`src/rtl/stage_hs_pkg.sv`:
```
// Shared types and constants for the stage_hs elastic pipeline stage.
package stage_pkg;

   typedef enum logic [1:0] {
      EMPTY = 2'd0,
      ONE   = 2'd1,
      TWO   = 2'd2
   } state_e;

   // Direction encoding carried on opcode bit RX_TX_BIT.
   typedef enum logic {
      OP_RX = 1'b0,
      OP_TX = 1'b1
   } op_dir_e;

   localparam int RX_TX_BIT = 0;

   // Packed width of one beat: opcode, soft-error flag, DPP and NDT.
   function automatic int skid_width(int opcode_size, int data_size, int tag_size);
      return opcode_size + 1 + (data_size + 1) + (data_size + tag_size);
   endfunction

endpackage

```
`src/rtl/stage_hs_if.sv`:
```
// Handshake and payload bundle between the front end and the RX/TX datapath mux.
interface stage_hs_if #(
   parameter int data_size   = 32,
   parameter int tag_size    = 8,
   parameter int opcode_size = 2,
   parameter int cnt_size    = 8
);
   logic                          in_valid;
   logic                          in_ready;
   logic [opcode_size-1:0]        opcode_in;
   logic                          soft_error_in;
   logic [data_size:0]            dpp_in;
   logic [data_size+tag_size-1:0] ndt_in;

   logic                          out_valid;
   logic                          out_ready;
   logic [opcode_size-1:0]        opcode_out;
   logic                          soft_error_out;
   logic [data_size:0]            dpp_out;
   logic [data_size+tag_size-1:0] ndt_out;

   logic                          rx_tx;
   logic [data_size-1:0]          tx_data;
   logic [data_size-1:0]          rx_data;
   logic [tag_size-1:0]           rx_tag;
   logic                          parity_err;
   logic [cnt_size-1:0]           soft_err_cnt;

   modport slave (
      input  in_valid, opcode_in, soft_error_in, dpp_in, ndt_in, out_ready,
      output in_ready, out_valid, opcode_out, soft_error_out, dpp_out, ndt_out,
             rx_tx, tx_data, rx_data, rx_tag, parity_err, soft_err_cnt
   );

   modport master (
      output in_valid, opcode_in, soft_error_in, dpp_in, ndt_in, out_ready,
      input  in_ready, out_valid, opcode_out, soft_error_out, dpp_out, ndt_out,
             rx_tx, tx_data, rx_data, rx_tag, parity_err, soft_err_cnt
   );
endinterface

```
`src/rtl/stage_hs_skid.sv`:
```
// Generic two-entry skid buffer: main register drives the output, the skid
// register absorbs the beat accepted in the cycle the downstream stalls.
module stage_skid
   import stage_pkg::*;
#(
   parameter int W = 8
) (
   input  logic         clk,
   input  logic         reset_n,
   input  logic         i_flush,
   input  logic         i_valid,
   output logic         o_ready,
   input  logic [W-1:0] i_data,
   output logic         o_valid,
   input  logic         i_ready,
   output logic [W-1:0] o_data
);

   state_e       r_state;
   state_e       w_next_state;
   logic [W-1:0] r_main;
   logic [W-1:0] r_skid;
   logic         w_accept;
   logic         w_retire;
   logic         w_load_main;
   logic         w_load_skid;
   logic         w_move;

   // Ready is a pure decode of the state register: no path from i_ready.
   assign o_ready  = (r_state != TWO);
   assign o_valid  = (r_state != EMPTY);
   assign o_data   = r_main;
   assign w_accept = i_valid && o_ready;
   assign w_retire = o_valid && i_ready;

   // NOTE: sequential state uses non-blocking assignments so every flop samples pre-edge values.
   always_ff @(posedge clk or negedge reset_n) begin
      if (!reset_n) r_state <= EMPTY;
      else          r_state <= w_next_state;
   end

   // NOTE: every output of this block gets a default first, otherwise a latch is inferred.
   always_comb begin
      w_next_state = r_state;
      w_load_main  = 1'b0;
      w_load_skid  = 1'b0;
      w_move       = 1'b0;
      if (i_flush) begin
         w_next_state = EMPTY;
      end else begin
         unique case (r_state)
            EMPTY: begin
               if (w_accept) begin
                  w_next_state = ONE;
                  w_load_main  = 1'b1;
               end
            end
            ONE: begin
               if (w_accept && w_retire) begin
                  w_load_main  = 1'b1;
               end else if (w_retire) begin
                  w_next_state = EMPTY;
               end else if (w_accept) begin
                  w_next_state = TWO;
                  w_load_skid  = 1'b1;
               end
            end
            TWO: begin
               if (w_retire) begin
                  w_next_state = ONE;
                  w_move       = 1'b1;
               end
            end
            default: w_next_state = EMPTY;
         endcase
      end
   end

   // NOTE: payload registers are reset too, because the outputs must read zero while in reset.
   always_ff @(posedge clk or negedge reset_n) begin
      if (!reset_n) begin
         r_main <= '0;
         r_skid <= '0;
      end else begin
         if (w_load_main)  r_main <= i_data;
         else if (w_move)  r_main <= r_skid;
         if (w_load_skid)  r_skid <= i_data;
      end
   end

endmodule

```
`src/rtl/stage_hs.sv`:
```
// Elastic stage-2 between the host/network front end and the RX/TX mux: skid
// buffered beat transport plus RX/TX decode, output parity recheck and soft-error count.
module stage_hs
   import stage_pkg::*;
#(
   parameter int data_size   = 32,
   parameter int tag_size    = 8,
   parameter int opcode_size = 2,
   parameter int cnt_size    = 8
) (
   input  logic     clk,
   input  logic     reset_n,
   input  logic     flush,
   stage_hs_if.slave bus
);

   localparam int NDT_W   = data_size + tag_size;
   localparam int DPP_W   = data_size + 1;
   localparam int DPP_LSB = NDT_W;
   localparam int SE_BIT  = NDT_W + DPP_W;
   localparam int W       = skid_width(opcode_size, data_size, tag_size);

   logic [W-1:0]           w_in_data;
   logic [W-1:0]           w_out_data;
   logic [opcode_size-1:0] w_opcode;
   logic [DPP_W-1:0]       w_dpp;
   logic [NDT_W-1:0]       w_ndt;
   logic                   w_count_en;
   logic [cnt_size-1:0]    r_soft_err_cnt;

   assign w_in_data = {bus.opcode_in, bus.soft_error_in, bus.dpp_in, bus.ndt_in};

   stage_skid #(.W(W)) u_skid (
      .clk     (clk),
      .reset_n (reset_n),
      .i_flush (flush),
      .i_valid (bus.in_valid),
      .o_ready (bus.in_ready),
      .i_data  (w_in_data),
      .o_valid (bus.out_valid),
      .i_ready (bus.out_ready),
      .o_data  (w_out_data)
   );

   assign w_opcode = w_out_data[W-1 -: opcode_size];
   assign w_dpp    = w_out_data[DPP_LSB +: DPP_W];
   assign w_ndt    = w_out_data[NDT_W-1:0];

   assign bus.opcode_out     = w_opcode;
   assign bus.soft_error_out = w_out_data[SE_BIT];
   assign bus.dpp_out        = w_dpp;
   assign bus.ndt_out        = w_ndt;

   assign bus.rx_tx      = (op_dir_e'(w_opcode[RX_TX_BIT]) == OP_TX);
   assign bus.tx_data    = w_dpp[data_size:1];
   assign bus.rx_data    = w_ndt[NDT_W-1:tag_size];
   assign bus.rx_tag     = w_ndt[tag_size-1:0];
   assign bus.parity_err = bus.out_valid && (^w_dpp);

   // Beats dropped by flush are never counted; flush leaves the count alone.
   assign w_count_en = bus.in_valid && bus.in_ready && !flush && bus.soft_error_in;

   always_ff @(posedge clk or negedge reset_n) begin
      if (!reset_n) begin
         r_soft_err_cnt <= '0;
      end else if (w_count_en && (r_soft_err_cnt != {cnt_size{1'b1}})) begin
         r_soft_err_cnt <= r_soft_err_cnt + cnt_size'(1);
      end
   end

   assign bus.soft_err_cnt = r_soft_err_cnt;

endmodule

```
`src/flat_wrapper.sv`:
```
// flat-port wrapper written by rule: the top's interface ports become plain ports
module stage_hs_flat import stage_pkg::*;
#(
   parameter int data_size   = 32,
   parameter int tag_size    = 8,
   parameter int opcode_size = 2,
   parameter int cnt_size    = 8
)
  (clk, reset_n, flush, bus_in_valid, bus_opcode_in, bus_soft_error_in, bus_dpp_in, bus_ndt_in, bus_out_ready, bus_in_ready, bus_out_valid, bus_opcode_out, bus_soft_error_out, bus_dpp_out, bus_ndt_out, bus_rx_tx, bus_tx_data, bus_rx_data, bus_rx_tag, bus_parity_err, bus_soft_err_cnt);
  stage_hs_if #(.data_size(data_size), .tag_size(tag_size), .opcode_size(opcode_size), .cnt_size(cnt_size)) bus_i ();
  input  logic clk;
  input  logic reset_n;
  input  logic flush;
  input wire logic [$bits(bus_i.in_valid)-1:0] bus_in_valid;
  input wire logic [$bits(bus_i.opcode_in)-1:0] bus_opcode_in;
  input wire logic [$bits(bus_i.soft_error_in)-1:0] bus_soft_error_in;
  input wire logic [$bits(bus_i.dpp_in)-1:0] bus_dpp_in;
  input wire logic [$bits(bus_i.ndt_in)-1:0] bus_ndt_in;
  input wire logic [$bits(bus_i.out_ready)-1:0] bus_out_ready;
  output wire logic [$bits(bus_i.in_ready)-1:0] bus_in_ready;
  output wire logic [$bits(bus_i.out_valid)-1:0] bus_out_valid;
  output wire logic [$bits(bus_i.opcode_out)-1:0] bus_opcode_out;
  output wire logic [$bits(bus_i.soft_error_out)-1:0] bus_soft_error_out;
  output wire logic [$bits(bus_i.dpp_out)-1:0] bus_dpp_out;
  output wire logic [$bits(bus_i.ndt_out)-1:0] bus_ndt_out;
  output wire logic [$bits(bus_i.rx_tx)-1:0] bus_rx_tx;
  output wire logic [$bits(bus_i.tx_data)-1:0] bus_tx_data;
  output wire logic [$bits(bus_i.rx_data)-1:0] bus_rx_data;
  output wire logic [$bits(bus_i.rx_tag)-1:0] bus_rx_tag;
  output wire logic [$bits(bus_i.parity_err)-1:0] bus_parity_err;
  output wire logic [$bits(bus_i.soft_err_cnt)-1:0] bus_soft_err_cnt;
  assign bus_i.in_valid = bus_in_valid;
  assign bus_i.opcode_in = bus_opcode_in;
  assign bus_i.soft_error_in = bus_soft_error_in;
  assign bus_i.dpp_in = bus_dpp_in;
  assign bus_i.ndt_in = bus_ndt_in;
  assign bus_i.out_ready = bus_out_ready;
  assign bus_in_ready = bus_i.in_ready;
  assign bus_out_valid = bus_i.out_valid;
  assign bus_opcode_out = bus_i.opcode_out;
  assign bus_soft_error_out = bus_i.soft_error_out;
  assign bus_dpp_out = bus_i.dpp_out;
  assign bus_ndt_out = bus_i.ndt_out;
  assign bus_rx_tx = bus_i.rx_tx;
  assign bus_tx_data = bus_i.tx_data;
  assign bus_rx_data = bus_i.rx_data;
  assign bus_rx_tag = bus_i.rx_tag;
  assign bus_parity_err = bus_i.parity_err;
  assign bus_soft_err_cnt = bus_i.soft_err_cnt;
  stage_hs #(.data_size(data_size), .tag_size(tag_size), .opcode_size(opcode_size), .cnt_size(cnt_size)) u_core (.clk(clk), .reset_n(reset_n), .flush(flush), .bus(bus_i));
endmodule
```
`config.mk`:
```
export PLATFORM = sky130hd
export DESIGN_NAME = stage_hs_flat
export DESIGN_NICKNAME = d
export VERILOG_FILES = /design/src/rtl/stage_hs_pkg.sv /design/src/rtl/stage_hs_if.sv /design/src/rtl/stage_hs_skid.sv /design/src/rtl/stage_hs.sv /design/src/flat_wrapper.sv
export SDC_FILE = /design/constraint.sdc
export NUM_CORES = 1
export LEC_CHECK = 0
export ABC_AREA = 1
export ABC_CLOCK_PERIOD_IN_PS = 1900
export BUFFER_PORTS_ARGS = -buffer_cell sky130_fd_sc_hd__buf_2
export CORE_UTILIZATION = 52
export CTS_CLUSTER_SIZE = 16
export DETAILED_ROUTE_END_ITERATION = 10
export MAX_ROUTING_LAYER = met4
export PLACE_DENSITY = 0.76
export SETUP_SLACK_MARGIN = 0.02
export SYNTH_ARGS = -nofsm -noshare
export SYNTH_HDL_FRONTEND = slang
export SYNTH_SLANG_ARGS = --single-unit
```
`constraint.sdc`:
```
create_clock -name clk -period 1.9 [get_ports clk]
set_clock_uncertainty 0.05 [all_clocks]
set_input_delay 0.095 -clock clk [delete_from_list [all_inputs] [get_ports clk]]
set_output_delay 0.095 -clock clk [all_outputs]
set_load 0.05 [all_outputs]
```
== Yosys cells after proc, flatten, opt, wreduce, memory -nomap -nowiden ==
Cells that the tools add are included.
Word-level totals
  bits in registers: 162
  bits of input ports: 81
Operators by class
  equal/unequal tests: 8
  add/subtract/negate cells: 1
  reduce and logical (&&, ||, !) cells: 13
  multiplexer cells: 20
Operators by type and width (count)
  $mux W76: 2
  $reduce_xor A33 Y1: 1
  $mux W2: 6
  $mux W1: 10
  $ne A3 B3 Y1 const B: 3
  $add A8 B1 Y8 const B: 1
  $ne A8 B8 Y1 const B: 1
  $logic_and A1 B1 Y1: 7
  $pmux W2 S3: 1
  $ne A4 B4 Y1 const B: 1
  $reduce_and A4 Y1: 1
  $reduce_bool A2 Y1: 2
  $eq A2 B1 Y1 const B: 1
  $eq A2 B2 Y1 const B: 1
  $logic_not A2 Y1: 1
  $ne A2 B2 Y1 const B: 1
  $pmux W1 S2: 1
  $logic_not A1 Y1: 1

== Logic depth before layout (Yosys ltp) ==
  depth after elaboration: 7
  depth in mapped cells: 14

== Cells and area by module ==
From an unflattened synthesis, not the netlist that was laid out.
Unflattened totals
  cells, all modules: 1050
  area total of the unflattened synthesis: 8491.9 um^2
Modules (own cells, without submodules)
  stage_skid: cells each 782, seq. area each 3853.7 um^2, instances 1, area each 6885.4 um^2
  stage_hs: cells each 268, seq. area each 200.2 um^2, instances 1, area each 1606.5 um^2

== Worst setup path after synthesis ==
Ideal clock, no wire load.
  kind: reg2out
  from: register u_core.u_skid.r_main[64], in the netlist u_core.u_skid.o_data[64]
  to: output bus_parity_err
  data arrival time: 2.139 ns
  path slack: -0.384 ns
  stages on the path, launching flop included: 15
  cells stage by stage: dfrtp_1 inv_1 nand2_1 nand2_1 inv_1 nand2_1 nand2_1 nand2_1 nand2_1 nand2_1 nand2_1 nand2_1 nand3_1 nand2_1 nor2_1
Between the ends
  longest elaborated chain between the ends: 2
Ends and longest elaborated chain
  from (decl): RTL line stage_hs_skid.sv:21  | logic [W-1:0] r_main;
  from (signal assigned): RTL line stage_hs_skid.sv:85  | if (w_load_main) r_main <= i_data;
  from (signal assigned): RTL line stage_hs_skid.sv:86  | else if (w_move) r_main <= r_skid;
  $reduce_xor A33 Y1: RTL line stage_hs.sv:58  | assign bus.parity_err = bus.out_valid && (^w_dpp);
  $logic_and A1 B1 Y1: RTL line stage_hs.sv:58
  to (decl): RTL line flat_wrapper.sv:30  | output wire logic [$bits(bus_i.parity_err)-1:0] bus_parity_err;
Every way passes these cells.

== Worst setup path in the final report ==
  from: register u_core.u_skid.r_main[49], in the netlist u_core.u_skid.o_data[49]
  to: output bus_parity_err
The elaborated chain is that of the path after synthesis.

==> run summary <==
worst flop-to-flop path startpoint -> u_core.u_skid.r_state[0]
startpoint types -> flop
Crit Path Class -> flop to output port
Routed WL -> 20.0 mm
post-route ant nets -> 0
Finish-stage setup viols -> 1
Max transition margin -> 63.1%
min Tclk post-route -> 2160 ps
gr usage total -> 26.0%
top cells by area, synth -> dfrtp_1 (50%), nand2_1 (12%), o221ai_1 (7.5%)
Synth Area in Compound Gates -> 13.2%
Die ar. -> 0.0160 mm^2
H-tree lvl count -> 4
drt initial violations -> 418
WP data required -> 1750 ps
most frequent CP cell -> nand2_2
initial antenna violation count -> 1
Synth Cell Area -> 0.00807 mm^2
via/cell ratio -> 5.12
top-area cell type share of the netlist area -> 50.2%
layout cells sized above 1 -> 33.3%
max cap viols -> 0
reg2reg path depth -> 5
Fin. Hold Viols -> 0
Critical path buffers and inverters -> 2
RSZ-0062 raised after global routing -> true
Syn Inst Count -> 971
Slowest-stage cell, CP -> dfrtp_1
setup ws final -> -259 ps
Yosys cell types -> 26
CTS tree -> yes
Max Fclk -> 463 MHz
Max Slew Vio Count -> 0
Die H -> 127 um
remaining global-route overflow -> 0
failing checks -> setup timing
Pre-antenna DRT Iters -> 4
Worst setup EP type -> output port
area grow syn2layout -> 33.2%
first-pass GRT wire length -> 32.0 mm
Routed wire per std cell -> 13.9 um
most frequent cell after synthesis -> nand2_1
RD Place Congestion -> 0.804
fin cells -> 1,442
commonest cells in the netlist -> nand2_1 (255), dfrtp_1 (162), inv_1 (158)
post-route clock period utilization -> 114%
Leak Pwr -> 0.00582 uW
worst-skew pair later-pin latency -> 410 ps
core area -> 0.0151 mm^2
Ports -> 241
VDD IR max -> 0.924 mV
PwrDens -> 1360 mW/mm^2
placed insts -> 1,299
Crit Path Max Fanout -> 4
Syn. warnings -> 0
Slowest Stage Delay on Critical Path -> 440 ps
multiplexer share of the synthesized area -> 0.140%
Reg clk slew, reported paths -> 60 ps
Hold WC Path Type -> input port to asynchronous set/reset pin
CP cell instances -> nor2_2 -> nor2_4 -> nand2_1 -> nand2_1 -> nand2_1 -> nand2_2 -> inv_2 -> nand2_2 -> nand2_2 -> nand2_2 -> nand3_2 -> nand2_2 -> nor2_4 -> buf_6
FILL cells -> 1,106
xor and xnor area share after synthesis -> 0.977%
total vias in the final route -> 7,381
Core Rows -> 45
CTS Root Cell -> clkbuf_16
Starting Density -> 53.3%
post-synthesis sequential area ratio -> 50.2%
Synth Flop Type -> dfrtp_1
cell taking the most area after synthesis -> dfrtp_1
largest net degree at the start of global routing -> 66
worst slew pin tran -> 554 ps
reg-to-reg endpoint -> u_core.u_skid.o_data[56]
adder-cell share of the synthesized area -> 0.155%
Residual DRC -> 0
buffers added on ports -> 240
synthesized flop and latch total -> 162
placed wire-length estimate -> 12.4 mm
Post-Synth Simple-Gate Area -> 18.5%
largest family of logic cells by synthesized area -> simple AND/OR/NAND/NOR gates
clk sinks -> 162
Fin Setup TNS -> -259 ps
Arr. time, crit path -> 2010 ps
Mapped Nets -> 1,053
Async S/R FF share, synth -> 100%
Post-synth EDFFs -> 0
Die X -> 127 um
WP depth -> 14
total CTS buffers -> 17
R2R Setup Slk -> 190 ps
vias in the first global route -> 6,720
outcome -> finished, violations left
Synth Area per Inst -> 8.31 um^2
clk buf depth -> 2
# nets final -> 1,323
Worst path top cell family by delay -> simple AND/OR/NAND/NOR gates
==> registers in the layout (all words and copies together) (netlist names) <==
| name | flops |
|---|---|
| u_core.bus.soft_err_cnt | 8 |
| u_core.u_skid.r_skid | 76 |
| u_core.u_skid.o_data | 76 |
| u_core.u_skid.r_state | 2 |
==> power by group <==
group / switching, uW / internal, uW / total (uW)
logic: 4540 / 1770 / 6310
registers: 634 / 4420 / 5060
clock network: 1360 / 1920 / 3280
total: 6530 / 8120 / 14600
==> worst register-to-register path, stage by stage, from the launching register on <==
cell	delay (ps)
dfrtp_1	450
inv_2	140
nand4_1	260
nand2_1	180
buf_4	320
o221ai_1	180
==> cell usage in the layout, fill, tap and decap left out, types with 2 or more instances in the layout <==
master         instances
dfrtp_1              141
a21oi_1               40
dlygate4sd3_1         80
buf_12                 7
nor2_4                 4
o221ai_1              69
dfrtp_2               21
buf_2                238
clkinv_2               6
xor2_1                 6
clkbuf_8               4
clkinvlp_4             2
o211ai_1               7
inv_1                130
nor2_1                42
nand2_2               29
nand2_1              226
nand3_2                5
clkbuf_16             17
nand3_1               50
inv_2                 29
buf_6                  2
buf_4                 42
xnor2_1                3
o21ai_0               39
nand2_4                2
==> area by class of cell <==
cell class	instances	area, um^2	share of cell area [%]
Tap cell	188	235	2.19
Inverter	159	597	5.55
Timing Repair Buffer	369	2470	23.0
Antenna cell	1	2.50	0.0233
Clock inverter	10	83.8	0.780
Multi-Input combinational cell	532	2800	26.1
Clock buffer	21	480	4.47
Sequential cell	162	4080	38.0
==> worst max path at each step <==
stage / startpoint / to / slack, ps
final: u_core.u_skid.o_data[49] / bus_parity_err / -260
after global routing: u_core.u_skid.o_data[49] / bus_parity_err / -410
after CTS: u_core.u_skid.o_data[49] / bus_parity_err / -220
after detailed placement: u_core.u_skid.o_data[44] / bus_parity_err / 50
after global placement: u_core.u_skid.o_data[41] / bus_parity_err / 110
after floorplan: u_core.u_skid.o_data[48] / bus_parity_err / -1
==> timing repair <==
item                       4_1_cts  5_1_grt
buffers inserted                16       15
hold buffers                    80        0
resized for setup               37       33
setup endpoints to repair        1        3
hold endpoints to repair       204        0
pin swaps                        6       16
==> stage by stage <==
stage / utilization (%) / hold slack [ps] / cell area, um^2 / setup WS (ps) / power (uW)
after CTS: 69.8 / 171 / 10600 / -223 / 14500
final: 71.0 / 167 / 10700 / -259 / 14600
after global routing: 71.0 / 207 / 10700 / -411 / 15500
after detailed placement: 59.6 / 54.3 / 9030 / 45.9 / 10800
after global placement: 59.6 / 52.3 / 9030 / 112 / 10700
after floorplan: - / -251 / 8100 / -1.37 / 9870
==> cells by family (layout without fill, tap and decap cells) <==
group | count (synthesis) | in the layout
AO/OA/AOI/OAI | 157 | 157
XOR/XNOR | 9 | 9
adder cells (fa/ha/maj) | 1 | 1
buffers and inverters | 277 | 559
flip-flops | 162 | 162
multiplexers | 1 | 1
other | 0 | 1
AND/OR/NAND/NOR | 364 | 364
==> layer usage <==
layer  part of all wire (%)  GRT usage [%]  wire, um  vias up
li1                       -              -         -     3584
met1                     43           32.1      8590     3534
met2                     50           42.5     10000      232
met3                    5.4           5.65      1080       31
met4                    1.8           8.72       357        0
met5                      0              -         0        -
Note: power is estimated with default switching activity, not from simulation.
